--- src/rtl/mux32_arbiter2.sv ---
// Two-requester round-robin arbiter feeding a registered 2:1 operand mux.
// The selected word is held in an output register and handed downstream with a valid/ready handshake.
module mux32_arbiter2 #(
   parameter int WIDTH = 32
) (
   input  logic             clk,
   input  logic             rst_n,
   input  logic             req0,
   input  logic [WIDTH-1:0] data0,
   output logic             gnt0,
   input  logic             req1,
   input  logic [WIDTH-1:0] data1,
   output logic             gnt1,
   output logic             sel,
   output logic             out_valid,
   output logic [WIDTH-1:0] out_data,
   output logic             out_src,
   input  logic             out_ready
);

   typedef enum logic {
      EMPTY = 1'b0,
      FULL  = 1'b1
   } state_t;

   state_t           state;
   state_t           state_next;
   logic             last;
   logic             can_take;
   logic             grant;
   logic [WIDTH-1:0] mux_out;

   // NOTE: sequential state uses non-blocking assignments so every register samples pre-edge values.
   always_ff @(posedge clk) begin
      if (!rst_n) begin
         state <= EMPTY;
      end else begin
         state <= state_next;
      end
   end

   // NOTE: each combinational output gets a default first so no path can infer a latch.
   always_comb begin
      state_next = state;
      case (state)
         EMPTY:   if (grant) state_next = FULL;
         FULL:    if (!grant && out_ready) state_next = EMPTY;
         default: state_next = EMPTY;
      endcase
   end

   // The register can accept a word when empty, or when its current word leaves this same edge.
   always_comb begin
      gnt0     = 1'b0;
      gnt1     = 1'b0;
      can_take = (state == EMPTY) || out_ready;
      if (rst_n && can_take) begin
         if (req0 && req1) begin
            gnt0 = last;
            gnt1 = !last;
         end else begin
            gnt0 = req0;
            gnt1 = req1;
         end
      end
   end

   assign sel       = gnt1;
   assign grant     = gnt0 | gnt1;
   assign mux_out   = sel ? data1 : data0;
   assign out_valid = (state == FULL);

   // last starts at 1 so requester 0 wins the first contested cycle.
   always_ff @(posedge clk) begin
      if (!rst_n) begin
         out_data <= '0;
         out_src  <= 1'b0;
         last     <= 1'b1;
      end else if (grant) begin
         out_data <= mux_out;
         out_src  <= gnt1;
         last     <= gnt1;
      end
   end

endmodule

--- config.mk ---
export PLATFORM = sky130hd
export DESIGN_NAME = mux32_arbiter2
export DESIGN_NICKNAME = d
export VERILOG_FILES = /design/src/rtl/mux32_arbiter2.sv
export SDC_FILE = /design/constraint.sdc
export NUM_CORES = 1
export LEC_CHECK = 0
export CORE_AREA = 4 4 76 78
export CTS_CLUSTER_SIZE = 40
export DETAILED_ROUTE_END_ITERATION = 7
export DIE_AREA = 0 0 80 82
export GPL_TIMING_DRIVEN = 0
export PLACE_DENSITY_LB_ADDON = 0.25
export SLEW_MARGIN = 20
export SYNTH_ARGS = -nofsm -noshare
export SYNTH_HDL_FRONTEND = slang
export SYNTH_SLANG_ARGS = --single-unit
export TNS_END_PERCENT = 50
--- constraint.sdc ---
create_clock -name clk -period 3.9 [get_ports clk]
set_input_delay 0.39 -clock clk [delete_from_list [all_inputs] [get_ports clk]]
set_output_delay 0.39 -clock clk [all_outputs]
set_load 0.02 [all_outputs]
Yosys cells after proc, flatten, opt, wreduce, memory -nomap -nowiden
Cells that the tools add are included.

Logic and storage cells: 20. Bits of input ports: 69. Register bits: 35. Output and inout port bits: 37.

Muxes and demuxes: 8. Bitwise operators: 2. Reductions and logical operators: 6.

Operators by type and width (count): $mux 32 (1); $mux 1 (6); $logic_and 1x1->1 (3); $logic_not 1->1 (2); $pmux 1 s2 (1); $logic_or 1x1->1 (1); $not 1->1 (1); $or 1x1->1 (1).

Longest topological paths before layout
Depth after elaboration: 9. Mapped depth: 6. Mapped depth without buffers: 3.

Least setup slack after synthesis
OpenSTA, ideal clock, no wires.

Path kind: reg-to-output. Start: reg state (netlist: out_valid). End: out sel. Cell stages (with the launch flop): 6. Data required time: 3.510 ns. Arrival time: 1.733 ns. Buffers on the path: 3. Setup slack: 1.777 ns. Cell sequence: dfxtp_1 > nor2b_1 > buf_2 > buf_1 > nor3_1 > buf_4.

Word-level cells in the longest chain between the ends: 4.

Ends and longest elaborated chain: start, declared (RTL line 26) `state_t state;`; start signal, assigned (RTL line 38) `state <= state_next;`; $not 1->1; $logic_or 1x1->1 (RTL line 56) `can_take = (state == EMPTY) || out_ready;`; $logic_and 1x1->1 (RTL line 57) `if (rst_n && can_take) begin`; $mux 1 (RTL line 57); end, declared (RTL line 14) `output logic sel,`.

No other way between the ends.

Final worst setup path
Start: in req0. End: out sel.

Word-level cells in the longest chain between the ends: 3.

Ends and longest elaborated chain: start, declared (RTL line 8) `input logic req0,`; $logic_and 1x1->1 (RTL line 58) `if (req0 && req1) begin`; $mux 1 (RTL line 58); $mux 1 (RTL line 57).

No other way between the ends.

==> qor.csv <==
stage,metric,value,unit
outcome,run_status,"complete, no violations",
detailed_routing,highest_layer,met4,
clock_network,cts_tree,done,
clock_network,path_clk_slew,70,ps
placed_design,port_buffers,104,
grt,vias_in_the_first_global_route,2262,
sta,timing_hold_violations_final,0,
sta,final_sum_of_negative_setup_slack,0,ps
critical_path,cpPeakStageDelay,590,ps
logic_synthesis,post_synth_inst_count,223,
detailed_routing,drt_iter0_markers,125,
logic_synthesis,yosys-top-cells-area,"sky130_fd_sc_hd__dfxtp_1, sky130_fd_sc_hd__a311oi_2, sky130_fd_sc_hd__o31ai_1, sky130_fd_sc_hd__a31oi_1, sky130_fd_sc_hd__nand4_1",
worst_hold_path,hold_depth,1,
critical_path,arrival,2570,ps
logic_synthesis,synth.ff_latch_count,35,
clock_network,cts_made_buffers,5,
power,design_power_total,1.02,mW
logic_synthesis,syn-cell-area,2160,sq um
worst_hold_path,hp-start,last,
placed_design,place_ws,951,ps
detailed_routing,vias,2461,
clock_network,cts.root.buffer_cell,sky130_fd_sc_hd__clkbuf_8,
logic_synthesis,yosys.cell_count.top_type,sky130_fd_sc_hd__dfxtp_1,
critical_path,crit_required,3510,ps
detailed_routing,post_drt_via_cell_ratio,6.08,
floorplanning,io-pin-count,106,
critical_path,critical_path.cell_chain,clkdlybuf4s50_1 > a21bo_1 > buf_2 > clkbuf_1 > nor3_1 > buf_4 > clkdlybuf4s50_1,
critical_path,timing.critical_path.from_type,input pin,
grt,grt_first_pass_wirelength,11100,um
critical_path,reg2reg_setup_slack,2180,ps
clock_network,clk_latency,290,ps
sta,worst_setup_skew_after_layout,7.24,ps
power,pwr_per_cell_area,304,nW/um^2
sta,setup_violations_final,0,
final_layout,syn2layout_area_growth,56.0,%
sta,fmax,0.338,GHz
sta,maxSlewViolCount,0,
critical_path,crit-reg2reg-capture,out_data[25],
critical_path,slowest_stage_cell_cp,sky130_fd_sc_hd__clkdlybuf4s50_1,
worst_hold_path,hold_end,last,
grt,grtUsageTotal,21.7,%
critical_path,crit_path_max_fanout,10,
logic_synthesis,ys_top_cells_by_count,"sky130_fd_sc_hd__dfxtp_1, sky130_fd_sc_hd__a31oi_1, sky130_fd_sc_hd__nand4_1, sky130_fd_sc_hd__o31ai_1, sky130_fd_sc_hd__a311oi_2",
final_layout,diodes,0,
run,timing.max_cap.violations,0,
final_layout,fraction_of_final_layout_cells_sized_beyond_drive_strength_1,17.0,%
clock_network,cts_hold_buffers,0,
logic_synthesis,synth_flop_cell,sky130_fd_sc_hd__dfxtp_1,
floorplanning,core.rowCount,26,
floorplanning,dieHeight,82,um
power,static_power_due_to_leakage,1.09,nW
detailed_routing,met3_wirelength,504,um
critical_path,kind_of_end_point_of_the_critical_path,output pin,
sta,grt_setup_unrepaired,no,
sta,finalCriticalPeriod,2960,ps
clock_network,clock_sink_count,35,
logic_synthesis,post_synth_edffs,0,
floorplanning,start_util,42.6,%
critical_path,most_used_cell_cp,sky130_fd_sc_hd__clkdlybuf4s50_1,
detailed_routing,wl_met1,3050,um
logic_synthesis,ys.warnings.count,0,
clock_network,cts_post_setup_buffers_inserted,0,
detailed_routing,routedWlPerCell,18.2,um
final_layout,fillerInstances,455,
detailed_routing,met2_wirelength,3670,um
floorplanning,core_region_area,5070,sq um
critical_path,crit_type,in2out,
logic_synthesis,synthDominantCellAreaShare,32.4,%
placed_design,inst_count_dp,397,
floorplanning,die_area,6560,sq um
floorplanning,die-width,80,um
grt,grt_remaining_overflow,0,
grt,grt_start_max_net_pins,11,
placed_design,place_hpwl,5370,um
logic_synthesis,synth_nets,292,
sta,timing.max_slew.rel_slack,50.6,%
worst_hold_path,hold_class,reg2reg,
logic_synthesis,synth.yosys.seq_area_share,32.4,%
clock_network,cts.repair.resized,0,
critical_path,r2r_start,out_valid,
final_layout,final_net_count,403,
power,max-vdd-ir-drop,0.152,mV
sta,postLayoutSetupSlackWorst,942,ps
clock_network,ctsHtreeMaxLevel,2,
critical_path,r2r_cells,5,
detailed_routing,route.detailed.drc,0,
sta,timing_worst_slew_pin_value,741,ps
logic_synthesis,syn-mean-instance-area,9.70,sq um
grt,grt_antenna_before_repair,0,
sta,fin_crit_sh,75.8,%
logic_synthesis,synth-async-reset-ratio,0,%
detailed_routing,route.antenna.remaining_nets,0,
logic_synthesis,netlist-cell-type-count,27,
detailed_routing,detail_route.first_pass.iterations,4,
placed_design,finalWeightedCongestion,0.828,
clock_network,clock_tree.buffer_depth,2,
sta,hold_ws,530,ps
detailed_routing,drt-total-wl,7360,um
final_layout,finish.cell_count_without_fillers,405,
logic_synthesis,synth_area_leader_cell,sky130_fd_sc_hd__dfxtp_1,
==> power breakdown <==
part	internal, mW	leakage, nW	switching [mW]
Clock	0.125	0.0422	0.132
Sequential	0.387	0.290	0.0167
Combinational	0.181	0.755	0.182
==> registers in the layout, summed over array words and instances (netlist names) <==
name,flops
last,1
out_data,32
out_src,1
out_valid,1
==> metal layers <==
metal / GRT usage, % / vias up
li1: - / 1156
met1: 27.6 / 1179
met2: 36.1 / 112
met3: 5.26 / 14
met4: 7.43 / 0
met5: 0 / -
==> placed cells by master, fill, tap and decap left out <==
cell type | synthesis | routed
sky130_fd_sc_hd__o21ai_1 | 1 | 1
sky130_fd_sc_hd__a311oi_1 | 2 | 2
sky130_fd_sc_hd__dlygate4sd1_1 | 2 | 2
sky130_fd_sc_hd__a31oi_1 | 33 | 33
sky130_fd_sc_hd__nor3_1 | 2 | 2
sky130_fd_sc_hd__dfxtp_1 | 35 | 35
sky130_fd_sc_hd__clkbuf_1 | 19 | 21
sky130_fd_sc_hd__and3_4 | 1 | 1
sky130_fd_sc_hd__nand2b_1 | 1 | 1
sky130_fd_sc_hd__nor2b_1 | 1 | 1
sky130_fd_sc_hd__nand4_1 | 32 | 32
sky130_fd_sc_hd__a21o_1 | 1 | 1
sky130_fd_sc_hd__o31ai_1 | 32 | 32
sky130_fd_sc_hd__inv_2 | 1 | 1
sky130_fd_sc_hd__a21bo_1 | 1 | 1
sky130_fd_sc_hd__buf_6 | 5 | 5
sky130_fd_sc_hd__o21a_1 | 2 | 2
sky130_fd_sc_hd__buf_2 | 11 | 11
sky130_fd_sc_hd__clkbuf_8 | 0 | 5
sky130_fd_sc_hd__clkinv_2 | 0 | 1
sky130_fd_sc_hd__or2b_1 | 1 | 1
sky130_fd_sc_hd__buf_1 | 2 | 2
sky130_fd_sc_hd__buf_4 | 2 | 2
sky130_fd_sc_hd__dlymetal6s2s_1 | 1 | 1
sky130_fd_sc_hd__nand2_1 | 2 | 2
sky130_fd_sc_hd__inv_1 | 1 | 1
sky130_fd_sc_hd__a311oi_2 | 30 | 30
sky130_fd_sc_hd__a21boi_2 | 1 | 1
sky130_fd_sc_hd__or2_1 | 1 | 1
sky130_fd_sc_hd__clkdlybuf4s50_1 | 0 | 104
==> how the worst max path moves through the flow <==
stage               startpoint  endpoint  slack, ps
CTS                       req0       sel        950
floorplan            out_valid       sel       1780
finish                    req0       sel        940
detailed placement        req0       sel        950
global route              req0       sel        830
global placement          req0       sel        950
==> cell type report <==
class	instances	area (sq um)	area share (%)
multi-input combinational	144	1220	36.1
timing repair buffer	104	1040	30.9
sequential	35	701	20.8
buffer	42	235	6.98
tap	70	87.6	2.60
clock buffer	7	76.3	2.26
inverter	2	7.51	0.223
clock inverter	1	5.00	0.148
==> cell families (layout without fill, tap and decap cells) <==
kind of cell           Yosys count  after routing  synth area share, %
AOI/OAI and AO/OA              103            103                 44.6
buffers and inverters           44            156                 11.2
DFF                             35             35                 32.4
and+or+nand+nor                 41             41                 11.8
==> through the flow <==
step / utilization (%) / cell area, sq um
floorplan: - / 2160
detailed placement: 64.8 / 3290
finish: 66.4 / 3370
global route: 66.4 / 3370
global placement: 64.8 / 3290
CTS: 66.4 / 3370
==> critical path: cells and delay by family <==
| family | cells | cell delay (ps) |
|---|---|---|
| buffers and inverters | 5 | 1650 |
| AND/OR/NAND/NOR | 1 | 310 |
| AO/OA/AOI/OAI | 1 | 220 |
Power figures use the tool's default switching activity.
